$ cat src/rtl/raster_scan_if.sv
// Pixel interface between the raster generator (master) and the renderers/display side (slave).
interface raster_scan_if;
  logic        ce_i;
  logic        pixel_i;
  logic [9:0]  pixel_x_o;
  logic [9:0]  pixel_y_o;
  logic [11:0] rgb_o;
  logic        hsync_o;
  logic        vsync_o;
  logic        de_o;
  logic        frame_o;

  modport master (
    input  ce_i, pixel_i,
    output pixel_x_o, pixel_y_o, rgb_o, hsync_o, vsync_o, de_o, frame_o
  );

  modport slave (
    output ce_i, pixel_i,
    input  pixel_x_o, pixel_y_o, rgb_o, hsync_o, vsync_o, de_o, frame_o
  );
endinterface

$ cat src/rtl/raster_scan.sv
// Raster timing generator: sweeps x/y, delays timing flags to match renderer latency,
// and registers the colour/sync/de stream plus a per-frame tick.
module raster_scan #(
  parameter int          H_ACTIVE      = 640,
  parameter int          H_FP          = 16,
  parameter int          H_SYNC        = 96,
  parameter int          H_BP          = 48,
  parameter int          V_ACTIVE      = 240,
  parameter int          V_FP          = 4,
  parameter int          V_SYNC        = 3,
  parameter int          V_BP          = 15,
  parameter int          PIXEL_LATENCY = 0,
  parameter bit          SYNC_ACT_LOW  = 1'b1,
  parameter logic [11:0] FG_RGB        = 12'hFFF,
  parameter logic [11:0] BG_RGB        = 12'h000
) (
  input  logic          clk_i,
  input  logic          rst_i,
  raster_scan_if.master bus
);
  localparam int H_TOTAL = H_ACTIVE + H_FP + H_SYNC + H_BP;
  localparam int V_TOTAL = V_ACTIVE + V_FP + V_SYNC + V_BP;

  // 11-bit bounds so a sync window ending exactly at 1024 cannot wrap
  localparam logic [10:0] H_ACT    = 11'(H_ACTIVE);
  localparam logic [10:0] V_ACT    = 11'(V_ACTIVE);
  localparam logic [10:0] HS_START = 11'(H_ACTIVE + H_FP);
  localparam logic [10:0] HS_END   = 11'(H_ACTIVE + H_FP + H_SYNC);
  localparam logic [10:0] VS_START = 11'(V_ACTIVE + V_FP);
  localparam logic [10:0] VS_END   = 11'(V_ACTIVE + V_FP + V_SYNC);
  localparam logic [9:0]  X_LAST   = 10'(H_TOTAL - 1);
  localparam logic [9:0]  Y_LAST   = 10'(V_TOTAL - 1);

  logic [9:0] x, y;
  logic       x_last, y_last;
  logic       active, hs, vs;
  logic [2:0] flags_now, flags_d;

  assign x_last = (x == X_LAST);
  assign y_last = (y == Y_LAST);

  always_ff @(posedge clk_i or posedge rst_i) begin
    if (rst_i) begin
      x <= '0;
      y <= '0;
    end else if (bus.ce_i) begin
      if (x_last) begin
        x <= '0;
        y <= y_last ? '0 : y + 10'd1;
      end else begin
        x <= x + 10'd1;
      end
    end
  end

  assign bus.pixel_x_o = x;
  assign bus.pixel_y_o = y;

  assign active = ({1'b0, x} < H_ACT) && ({1'b0, y} < V_ACT);
  assign hs     = ({1'b0, x} >= HS_START) && ({1'b0, x} < HS_END);
  assign vs     = ({1'b0, y} >= VS_START) && ({1'b0, y} < VS_END);
  assign flags_now = {active, hs, vs};

  // Flags are held active-high internally; polarity is applied only at the pins
  generate
    if (PIXEL_LATENCY == 0) begin : g_no_delay
      assign flags_d = flags_now;
    end else begin : g_delay
      logic [3*PIXEL_LATENCY-1:0] sr;
      logic [3*PIXEL_LATENCY+2:0] sr_ext;

      assign sr_ext = {sr, flags_now};

      always_ff @(posedge clk_i or posedge rst_i) begin
        if (rst_i)
          sr <= '0;
        else if (bus.ce_i)
          sr <= sr_ext[3*PIXEL_LATENCY-1:0];
      end

      assign flags_d = sr[3*PIXEL_LATENCY-1 -: 3];
    end
  endgenerate

  always_ff @(posedge clk_i or posedge rst_i) begin
    if (rst_i) begin
      bus.rgb_o   <= '0;
      bus.de_o    <= 1'b0;
      bus.hsync_o <= SYNC_ACT_LOW;
      bus.vsync_o <= SYNC_ACT_LOW;
      bus.frame_o <= 1'b0;
    end else begin
      bus.frame_o <= bus.ce_i && x_last && y_last;
      if (bus.ce_i) begin
        bus.de_o    <= flags_d[2];
        bus.rgb_o   <= flags_d[2] ? (bus.pixel_i ? FG_RGB : BG_RGB) : 12'h000;
        bus.hsync_o <= flags_d[1] ^ SYNC_ACT_LOW;
        bus.vsync_o <= flags_d[0] ^ SYNC_ACT_LOW;
      end
    end
  end
endmodule

$ cat src/flat_wrapper.sv
// flat-port wrapper written by rule: the top's interface ports become plain ports
module raster_scan_flat 
#(
  parameter int          H_ACTIVE      = 640,
  parameter int          H_FP          = 16,
  parameter int          H_SYNC        = 96,
  parameter int          H_BP          = 48,
  parameter int          V_ACTIVE      = 240,
  parameter int          V_FP          = 4,
  parameter int          V_SYNC        = 3,
  parameter int          V_BP          = 15,
  parameter int          PIXEL_LATENCY = 0,
  parameter bit          SYNC_ACT_LOW  = 1'b1,
  parameter logic [11:0] FG_RGB        = 12'hFFF,
  parameter logic [11:0] BG_RGB        = 12'h000
)
  (clk_i, rst_i, bus_ce_i, bus_pixel_i, bus_pixel_x_o, bus_pixel_y_o, bus_rgb_o, bus_hsync_o, bus_vsync_o, bus_de_o, bus_frame_o);
  raster_scan_if bus_i ();
  input  logic clk_i;
  input  logic rst_i;
  input wire logic [$bits(bus_i.ce_i)-1:0] bus_ce_i;
  input wire logic [$bits(bus_i.pixel_i)-1:0] bus_pixel_i;
  output wire logic [$bits(bus_i.pixel_x_o)-1:0] bus_pixel_x_o;
  output wire logic [$bits(bus_i.pixel_y_o)-1:0] bus_pixel_y_o;
  output wire logic [$bits(bus_i.rgb_o)-1:0] bus_rgb_o;
  output wire logic [$bits(bus_i.hsync_o)-1:0] bus_hsync_o;
  output wire logic [$bits(bus_i.vsync_o)-1:0] bus_vsync_o;
  output wire logic [$bits(bus_i.de_o)-1:0] bus_de_o;
  output wire logic [$bits(bus_i.frame_o)-1:0] bus_frame_o;
  assign bus_i.ce_i = bus_ce_i;
  assign bus_i.pixel_i = bus_pixel_i;
  assign bus_pixel_x_o = bus_i.pixel_x_o;
  assign bus_pixel_y_o = bus_i.pixel_y_o;
  assign bus_rgb_o = bus_i.rgb_o;
  assign bus_hsync_o = bus_i.hsync_o;
  assign bus_vsync_o = bus_i.vsync_o;
  assign bus_de_o = bus_i.de_o;
  assign bus_frame_o = bus_i.frame_o;
  raster_scan #(.H_ACTIVE(H_ACTIVE), .H_FP(H_FP), .H_SYNC(H_SYNC), .H_BP(H_BP), .V_ACTIVE(V_ACTIVE), .V_FP(V_FP), .V_SYNC(V_SYNC), .V_BP(V_BP), .PIXEL_LATENCY(PIXEL_LATENCY), .SYNC_ACT_LOW(SYNC_ACT_LOW), .FG_RGB(FG_RGB), .BG_RGB(BG_RGB)) u_core (.clk_i(clk_i), .rst_i(rst_i), .bus(bus_i));
endmodule
$ cat config.mk
export PLATFORM = sky130hd
export DESIGN_NAME = raster_scan_flat
export DESIGN_NICKNAME = d
export VERILOG_FILES = /design/src/rtl/raster_scan_if.sv /design/src/rtl/raster_scan.sv /design/src/flat_wrapper.sv
export SDC_FILE = /design/constraint.sdc
export NUM_CORES = 1
export LEC_CHECK = 0
export CAP_MARGIN = 20
export CORE_MARGIN = 10
export CORE_UTILIZATION = 50
export CTS_BUF_LIST = sky130_fd_sc_hd__clkbuf_8 sky130_fd_sc_hd__clkbuf_16
export DETAILED_ROUTE_END_ITERATION = 8
export PLACE_DENSITY_LB_ADDON = 0.25
export REMOVE_ABC_BUFFERS = 1
export SYNTH_ARGS = -nofsm -noshare
export SYNTH_HDL_FRONTEND = slang
export SYNTH_SLANG_ARGS = --single-unit
$ cat constraint.sdc
create_clock -name clk_i -period 2.5 [get_ports clk_i]
set_input_delay 0.625 -clock clk_i [delete_from_list [all_inputs] [get_ports clk_i]]
set_output_delay 0.625 -clock clk_i [all_outputs]
set_load 0.01 [all_outputs]
After elaboration in Yosys (flattened, before gate mapping)
Cells that the tools add are included.
- input bits: 4
- bits in registers: 36
- logic and storage cells: 29
- multiplexer cells: 4
- equality and inequality tests: 2
- order comparisons: 6
- $add $sub $neg: 2
- reduce and logical (&&, ||, !) cells: 6
- bitwise gates (word level): 2
- operators by type and width (kind ; number):
    $mux 12 ; 2
    $add 10x1->10 const B ; 2
    $lt 10x10->1 const B ; 2
    $lt 10x8->1 const B ; 2
    $mux 10 ; 2
    $eq 10x10->1 const B ; 1
    $eq 10x9->1 const B ; 1
    $ge 10x10->1 const B ; 1
    $ge 10x8->1 const B ; 1
    $logic_and 1x1->1 ; 5
    $not 1->1 ; 2
    $reduce_and 2->1 ; 1

Logic depth before layout (Yosys ltp)
Gate-level depths: netlist of run 1.
- word-level depth: 3
- gate-level depth with buffers: 6

Worst setup path before layout of run 1
No wires, ideal clock.
- path kind: input port to flip-flop
- from: input port bus_ce_i
- to: register u_core.y[8], in the netlist u_core.bus.pixel_y_o[8]
- setup slack: 0.991 ns
- library setup time: 0.079 ns
- arrival: 1.429 ns
- stages on the path: 6
- buffers on the path: 2
- data required time: 2.421 ns
- cells stage by stage: and3_1 -> buf_4 -> nand3_4 -> buf_6 -> nor3_1 -> a2bb2oi_1
- cells in the longest elaborated chain, start to end: 1
- ends and longest elaborated chain (element ; line ; text):
    from (decl) ; flat_wrapper.sv:21 ; input wire logic [$bits(bus_i.ce_i)-1:0] bus_ce_i;
    $reduce_and 2->1 (no source line) ; n/a ;
    to (signal assigned) ; raster_scan.sv:49 ; y <= y_last ? '0 : y + 10'd1;
    to (decl) ; raster_scan.sv:34 ; logic [9:0] x, y;
No other way between the ends.
A chain may end at the register's enable or synchronous reset.

==> results summary, run 1 <==
The portion of synthesized cell area occupied by the leading cell type is 41.70%. The number of clock buffers added by TritonCTS is 3. The die is 72.54 µm tall.

The most instantiated library cell after synthesis is dfrtp_1. The total core area is around 2500 µm². The via count of the first global-routing pass was about 1100. The worst register-to-register path begins at u_core.bus.pixel_x_o[0]$_DFFE_PP0P_. The number of filler instances in the final layout came out at 209.

The synthesized cell area came out at 1380 µm². In this run, synthesis produced a sequential element count of 25. Global routing finished with a remaining overflow of 0. The final count of negative-setup-slack endpoints is 0. For this run, the leading register cell type out of synthesis is dfrtp_1. The post-CTS resize count came out at 0.

The worst path buffer plus inverter count is 1. The die area came out at 5261 µm². The first routing iteration left 59 violations. The final setup skew is 3.949 ps. Walking the worst path, the cells encountered are clkdlybuf4s50_1. During I/O placement, the number of pins put on the boundary was 40. Of all cell types, the one taking the most synthesized area is dfrtp_1. For the pin with the worst max-slew slack, the measured transition is 332.4 ps. The largest stage delay on the critical path came out at approximately 630 ps. In this run the number of H-tree levels came out at 1. The biggest fanout along the worst timing path is 13. The most critical setup path has its startpoint at u_core.bus.rgb_o[10]$_DFFE_PP0P_. The maximum number of pins on one net before global-route repair is 26. The type of the worst min-delay path is reg -> reg.

Across every metal layer, demand over resource in global routing totals 11.96%. The detailed placement HPWL is 2385 µm. The clock passes through at most 2 buffers. The ratio of routed vias to standard cells came out at approximately 5.4. The worst setup path is of the reg -> out kind.

The standard-cell row count came out at 18. The first detailed-routing pass took 4 iterations. 0 antenna diodes ended up in the layout. The final hold violation count was 0. The number of clock sinks is 25. The power density normalized to cell area is ~570 nW/µm².

The count of nets left with antenna violations after detail routing came out at 0. The number of max-cap violations is 0. The length in cells of the worst reg-to-reg path is 5. The share of the clock period used by the worst path after layout came out at 82.68%. TritonCTS built the clock tree. Ranked by instance count, the synthesized netlist is headed by dfrtp_1, buf_4, inv_1. The worst hold path begins at u_core.bus.pixel_x_o[3]$_DFFE_PP0P_.

The die boundary width came out at a little over 70 µm. The number of stages on the worst setup path came out at 1. The number of design rule violations left after detail routing is 0. The achievable frequency is about 0.48 GHz.

The critical path arrival is 1440 ps. The distinct cell type count of the synthesized netlist came out at 36. The count of flip-flops with a built-in enable after synthesis is 0. The worst vdd rail ir drop is 0.5635 mV. STA classifies the critical path startpoint as a register. Sorting the synthesized cells by area gives the leading types as dfrtp_1, buf_4, ha_1. The fraction of final layout cells sized beyond drive strength 1 is 10.24%. CTS placed an instance of clkbuf_8 at the clock tree root.

The count of buffers inserted at the top-level ports is 39. Setup repair after global routing left no endpoint under its margin. The endpoint required time on the critical path came out at 1880 ps. The proportion of register bits with asynchronous set or reset after synthesis came out at 100.0%. Relative to the synthesized area, the layout overhead comes to 27.47%. The kind of cell adding the most delay to the critical path is buffers and inverters. The latest clock arrival within the worst-skew pair came out at 270 ps. For this design, the slowest cell found on the critical path is clkdlybuf4s50_1. Clock-pin slew was measured on the worst setup and hold paths at ~90 ps.

The initial antenna violation count is 0. The count of vias placed by the detailed router is 1066. The first global-routing pass estimated around 5200 µm of wire.

The aggregate routed wire length is 3138 µm. The tightest slew margin relative to the limit came out at between 70% and 80%. STA classifies the critical path endpoint as a primary output. The flow ran to the end, and the final reports show no timing, DRC or antenna violations. The number of stages on the worst hold path is 1. The layout net count is 176.

The congestion estimate from routability-driven global placement came to 0.8868. Dividing the synthesized area by the synthesized cell count gives 10.15 µm². The mean routed wirelength per cell came out at between 15 and 20 µm.

The total count of max-transition violations in the final report is 0. Synthesis produced a netlist whose cell count is 136. The post-CTS setup-driven buffer insertion count is 0. The total power of the final layout came out at 0.001001 W. Yosys printed 0 warnings. Sequential elements use 45.51% of the synthesized area. The sum of negative setup slack is 0 ps.

The leakage power of the design came out at 0.7391 nW. The hold buffer count at CTS came out at 0. The post-route minimum period came out at 2067 ps. Once the floorplan was initialized, standard cells occupied 54.23% of the core.
==> stage by stage <==
step           setup slack, ps  hold WS (ps)  utilization [%]  instances  area, µm²
3_3_place_gp             339.7         509.2            67.21        192       1710
2_1_floorplan            858.4         530.2                -        121       1267
5_1_grt                  348.3         548.5            69.12        196       1759
3_5_place_dp             275.7         510.6            67.21        192       1710
4_1_cts                  402.2         521.0            69.12        196       1759
6_report                 432.9         523.5            69.12        196       1759
==> power breakdown <==
| group | internal, W | switching, W | total (W) |
|---|---|---|---|
| combinational | 0.000140 | 0.000116 | 0.000256 |
| sequential | 0.000442 | 0.0000565 | 0.000499 |
| clock | 0.000113 | 0.000133 | 0.000246 |
| total | 0.000695 | 0.000306 | 0.00100 |
==> layout by cell type (no fill, tap or decap), types with 2 or more instances in the layout <==
cell,Yosys,final
a21oi_1,2,2
and3_1,2,2
and4_2,2,2
buf_4,13,2
clkbuf_8,0,3
clkdlybuf4s50_1,0,39
dfrtp_1,23,23
dfstp_2,2,2
ha_1,5,5
inv_1,11,11
nand2_1,9,9
nand3_1,9,9
nand4_1,5,5
nand4b_1,2,2
nor2_1,7,7
nor3_1,3,3
nor3_2,2,2
o21ai_0,9,9
o22ai_1,2,2
xnor2_1,5,5
xor2_1,6,6
==> routing by layer <==
layer / routed length (µm) / track usage [%]
met1: 1264 / 14.09
met2: 1549 / 18.59
met3: 305 / 5.442
met4: 19 / 4.430
met5: 0 / 0
==> flip-flops by register name (all words and copies together), names as in the netlist <==
register	flops
u_core.bus.frame_o	1
u_core.bus.rgb_o	1
u_core.bus.hsync_o	1
u_core.bus.de_o	1
u_core.bus.vsync_o	1
u_core.bus.pixel_x_o	10
u_core.bus.pixel_y_o	10
==> worst paths after layout <==
| path | endpoint | slack (ps) |
|---|---|---|
| worst min-delay path | u_core.bus.pixel_x_o[3]$_DFFE_PP0P_ | 520 |
| worst min register to register | u_core.bus.pixel_x_o[3]$_DFFE_PP0P_ | 520 |
| max in group asynchronous | u_core.bus.hsync_o$_DFFE_PP1P_ | 1520 |
| worst max-delay path | bus_rgb_o[8] | 430 |
| worst max register to register | u_core.bus.pixel_y_o[7]$_DFFE_PP0P_ | 810 |
| min in group asynchronous | u_core.bus.pixel_y_o[9]$_DFFE_PP0P_ | 690 |
==> logic make-up after synthesis <==
| logic type | Yosys count | synth area share [%] |
|---|---|---|
| buf+inv | 26 | 11.15 |
| flops | 25 | 45.51 |
| mux | 1 | 0.7253 |
| compound gates | 18 | 8.069 |
| simple gates | 50 | 23.03 |
| fa+ha+maj | 5 | 4.533 |
| xor+xnor | 11 | 6.981 |
==> cell type report <==
| type | instances | area, µm² | share of cell area [%] |
|---|---|---|---|
| flip-flops and latches | 25 | 628.1 | 35.70 |
| repair buffers | 41 | 405.4 | 23.04 |
| inverters | 11 | 41.29 | 2.347 |
| well taps | 30 | 37.54 | 2.134 |
| multi-input cells | 85 | 598.1 | 34.00 |
| clock inverters | 1 | 7.507 | 0.4267 |
| clock buffers | 3 | 41.29 | 2.347 |
Power figures use the tool's default switching activity.
==> run 2: changes to the inputs <==
--- a/config.mk
+++ b/config.mk
@@ -7,7 +7,7 @@
 export LEC_CHECK = 0
 export CAP_MARGIN = 20
 export CORE_MARGIN = 10
-export CORE_UTILIZATION = 50
+export CORE_UTILIZATION = 42
 export CTS_BUF_LIST = sky130_fd_sc_hd__clkbuf_8 sky130_fd_sc_hd__clkbuf_16
 export DETAILED_ROUTE_END_ITERATION = 8
 export PLACE_DENSITY_LB_ADDON = 0.25
==> constraint.sdc (replaced) <==
create_clock -name clk_i -period 1.9 [get_ports clk_i]
set_input_delay 0.475 -clock clk_i [delete_from_list [all_inputs] [get_ports clk_i]]
set_output_delay 0.475 -clock clk_i [all_outputs]
set_load 0.01 [all_outputs]
==> run 2 against run 1 <==
  * Die area up 14%
  * Sequential power up 31%
  * Clock-buffer cell count unchanged
  * Sequential cell count unchanged
  * Clock skew down 2.1 ps
  * Final area up 1.7%
  * Total power up 30%
  * First-iteration DRC count down 8.5%
  * Global-route usage down 1.7 points
  * Wire length up 1.1%
  * Hold slack worse by 1.4 ps
  * Critical path type unchanged
  * Highest routed layer unchanged
==> results summary, run 2 (synthesis results as in run 1) <==
The run finished with clean final reports. The maximum root-to-sink buffer count is 2 (unchanged). The fraction of final layout cells sized beyond drive strength 1 is 11.31% (+1.1 points).

The placed standard-cell area came out at 1743 µm² (+1.9%). The post-CTS setup-driven buffer insertion count was 0 (unchanged). The die area is 5978 µm² (+14%). The worst setup path is of the reg -> out kind. The critical path arrival is 1350 ps (-90 ps). The total count of max-transition violations in the final report is 0 (unchanged).

The power spent charging and discharging nets is 0.0003880 W (+27%). The total core area came out at 3103 µm² (+22%). The antenna diode count came to 0 (unchanged). The area of the multi-input gates is 598.1 µm² (unchanged). The TritonCTS clock tree is built.

The mean routed wirelength per cell came to 14.96 µm (-6.5%). The ratio of routed vias to standard cells is 5.118 (-5.9%). The worst vdd rail ir drop came to 0.6832 mV (+21%). The clock transition at the registers of the reported paths came out at 80 ps (about the same). The final hold violation count came to 0 (unchanged). The number of design rule violations left after detail routing came out at 0 (unchanged). The achievable frequency came out at 0.5491 GHz. The count of buffers inserted at the top-level ports was 39 (unchanged).

The number of detailed-route iterations in the first pass came out at 4 (unchanged). The layout net count is 178 (+1.1%). The total congestion overflow after global routing is 0 (unchanged). The worst path buffer plus inverter count was 1 (unchanged). The design internal power was 0.0009163 W (+32%). The power share of the sequential group is 50.2% (+0.4 points). Traced cell by cell, the critical path runs through clkdlybuf4s50_1. The finished layout cell area is 1789 µm² (+1.7%). The top cell types in the final layout, fill and taps aside, are clkdlybuf4s50_1, dfrtp_1, inv_1. The slowest stage of the critical path is the clkdlybuf4s50_1 cell.

The tightest slew margin relative to the limit is 79.35% (+1.5 points). The number of max-cap violations came out at 0 (unchanged). The die boundary width came out at 77.32 µm (+6.6%). The routability congestion estimate is 0.7569 (-15%).

The kind of end point of the critical path is a primary output. The sum of negative setup slack is 0 ps (unchanged). The final count of negative-setup-slack endpoints was 0 (unchanged). The H-tree depth is 1 (unchanged). The total I/O pin count is 40 (unchanged). The maximum number of pins on one net before global-route repair is 26 (unchanged). The global routing usage summed across all routing layers came out at 10.24% (-1.7 points). The clock root buffer is clkbuf_8.

Dividing the final minimum period by the clock period gives between 90 and 100%. The biggest fanout along the worst timing path came to 8 (-5). The proportion of power drawn by combinational gates came out at 26.6% (+1.0 points). The starting utilization of the core area is 44.48% (-9.8 points).

The final setup skew is 1.807 ps (-2.141 ps). The number of buffers created by CTS is 3 (unchanged). The hold buffer count at CTS came out at 0 (unchanged). The layout overhead on the synthesized area came out at 29.65%. Setup repair after global routing left no endpoint under its margin. The switching share of power came out at 29.75% (-0.79 points). The post-route minimum period is 1821 ps. The initial DRC count is 54 (-8.5%). The count of nets left with antenna violations after detail routing came out at 0 (unchanged). The tightest min-delay check is of the reg -> reg type. The kind of cell with the highest combined delay along the critical path is buffers and inverters. The count of vias placed by the detailed router is 1085 (+1.8%).

The clock share of power is 23.2% (-1.4 points). The latest clock arrival within the worst-skew pair is 260 ps (about the same). The wire length of the first global-routing pass is 5119 µm (-0.95%). The worst setup path is launched from a register. The number of filler instances in the final layout was 292 (+40%). The largest stage delay on the critical path came out at 590 ps (-40 ps). The via count of the first global-routing pass is 1103 (+3.5%). The smallest hold slack came to 522.1 ps (-1.425 ps). The storage element area is 629.4 µm² (+0.20%). The die height came out at 77.32 µm (+6.6%). The leakage power of the design came to 0.7526 nW (+1.8%). The detailed placement HPWL is 2371 µm (-0.60%).

The most common cell after layout, fill and taps aside is clkdlybuf4s50_1. The slew of the pin with the lowest slew margin is 309.7 ps (-22.67 ps). The power density normalized to cell area came out at 729.0 nW/µm² (+28%).

The number of clock sinks came out at 25 (unchanged). The aggregate routed wire length is 3172 µm (+1.1%). The initial antenna violation count came to 0 (unchanged).

The endpoint required time on the critical path came out at 1420 ps (-460 ps). The standard-cell row count came out at 20 (+2).
[run 2: final cells by class]
type | count | share of cell area (%)
flip-flops and latches | 25 | 35.17
multi-input cells | 85 | 33.43
repair buffers | 43 | 23.50
well taps | 44 | 3.077
clock buffers | 3 | 2.308
inverters | 11 | 2.308
clock inverters | 1 | 0.2098
[run 2: path summary, 6_finish.rpt]
check / depth (start not counted) / start / slack, ps / end
min: 1 / u_core.bus.pixel_x_o[3]$_DFFE_PP0P_ / 520 / u_core.bus.pixel_x_o[3]$_DFFE_PP0P_
min reg2reg: 1 / u_core.bus.pixel_x_o[3]$_DFFE_PP0P_ / 520 / u_core.bus.pixel_x_o[3]$_DFFE_PP0P_
min in group asynchronous: 3 / rst_i / 560 / u_core.bus.pixel_y_o[9]$_DFFE_PP0P_
max: 1 / u_core.bus.pixel_x_o[4]$_DFFE_PP0P_ / 80 / bus_pixel_x_o[4]
max in group asynchronous: 3 / rst_i / 1060 / u_core.bus.hsync_o$_DFFE_PP1P_
max reg2reg: 5 / u_core.bus.pixel_x_o[0]$_DFFE_PP0P_ / 240 / u_core.bus.pixel_y_o[9]$_DFFE_PP0P_
[run 2: power groups by stage]
stage               Sequential [W]  Combinational [W]  Clock, W
finish                    0.000655           0.000346  0.000303
global route              0.000669           0.000377  0.000335
CTS                       0.000656           0.000352  0.000319
detailed placement        0.000664           0.000350         0
global placement          0.000659           0.000345         0
floorplan                 0.000687           0.000120         0
[run 2: layer usage]
metal	routed length [µm]	global-route usage, %	part of all wire (%)
met5	0	0	0
met4	19	3.832	0.60
met3	305	4.079	9.6
met2	1469	17.47	46
met1	1377	11.17	43
[run 2: per-stage QoR]
step	cells	total power, W	worst slack [ps]	util [%]
2_1_floorplan	121	0.0008065	381.3	-
3_3_place_gp	208	0.001005	17.73	56.17
3_5_place_dp	208	0.001014	-23.13	56.17
4_1_cts	212	0.001326	57.29	57.66
5_1_grt	212	0.001381	14.35	57.66
6_report	212	0.001304	78.85	57.66
[run 2: repair_timing]
| action | CTS | global route |
|---|---|---|
| endpoints found under the setup margin | 12 | 0 |
| hold endpoints to repair | 0 | 0 |
| resized for setup | 1 | 0 |
==> run 3: changes to the inputs <==
--- a/config.mk
+++ b/config.mk
@@ -15,3 +15,4 @@
 export SYNTH_ARGS = -nofsm -noshare
 export SYNTH_HDL_FRONTEND = slang
 export SYNTH_SLANG_ARGS = --single-unit
+export TNS_END_PERCENT = 1
==> results of run 3 <==
No change in the layout: final DEF, timing and power equal those of run 2.
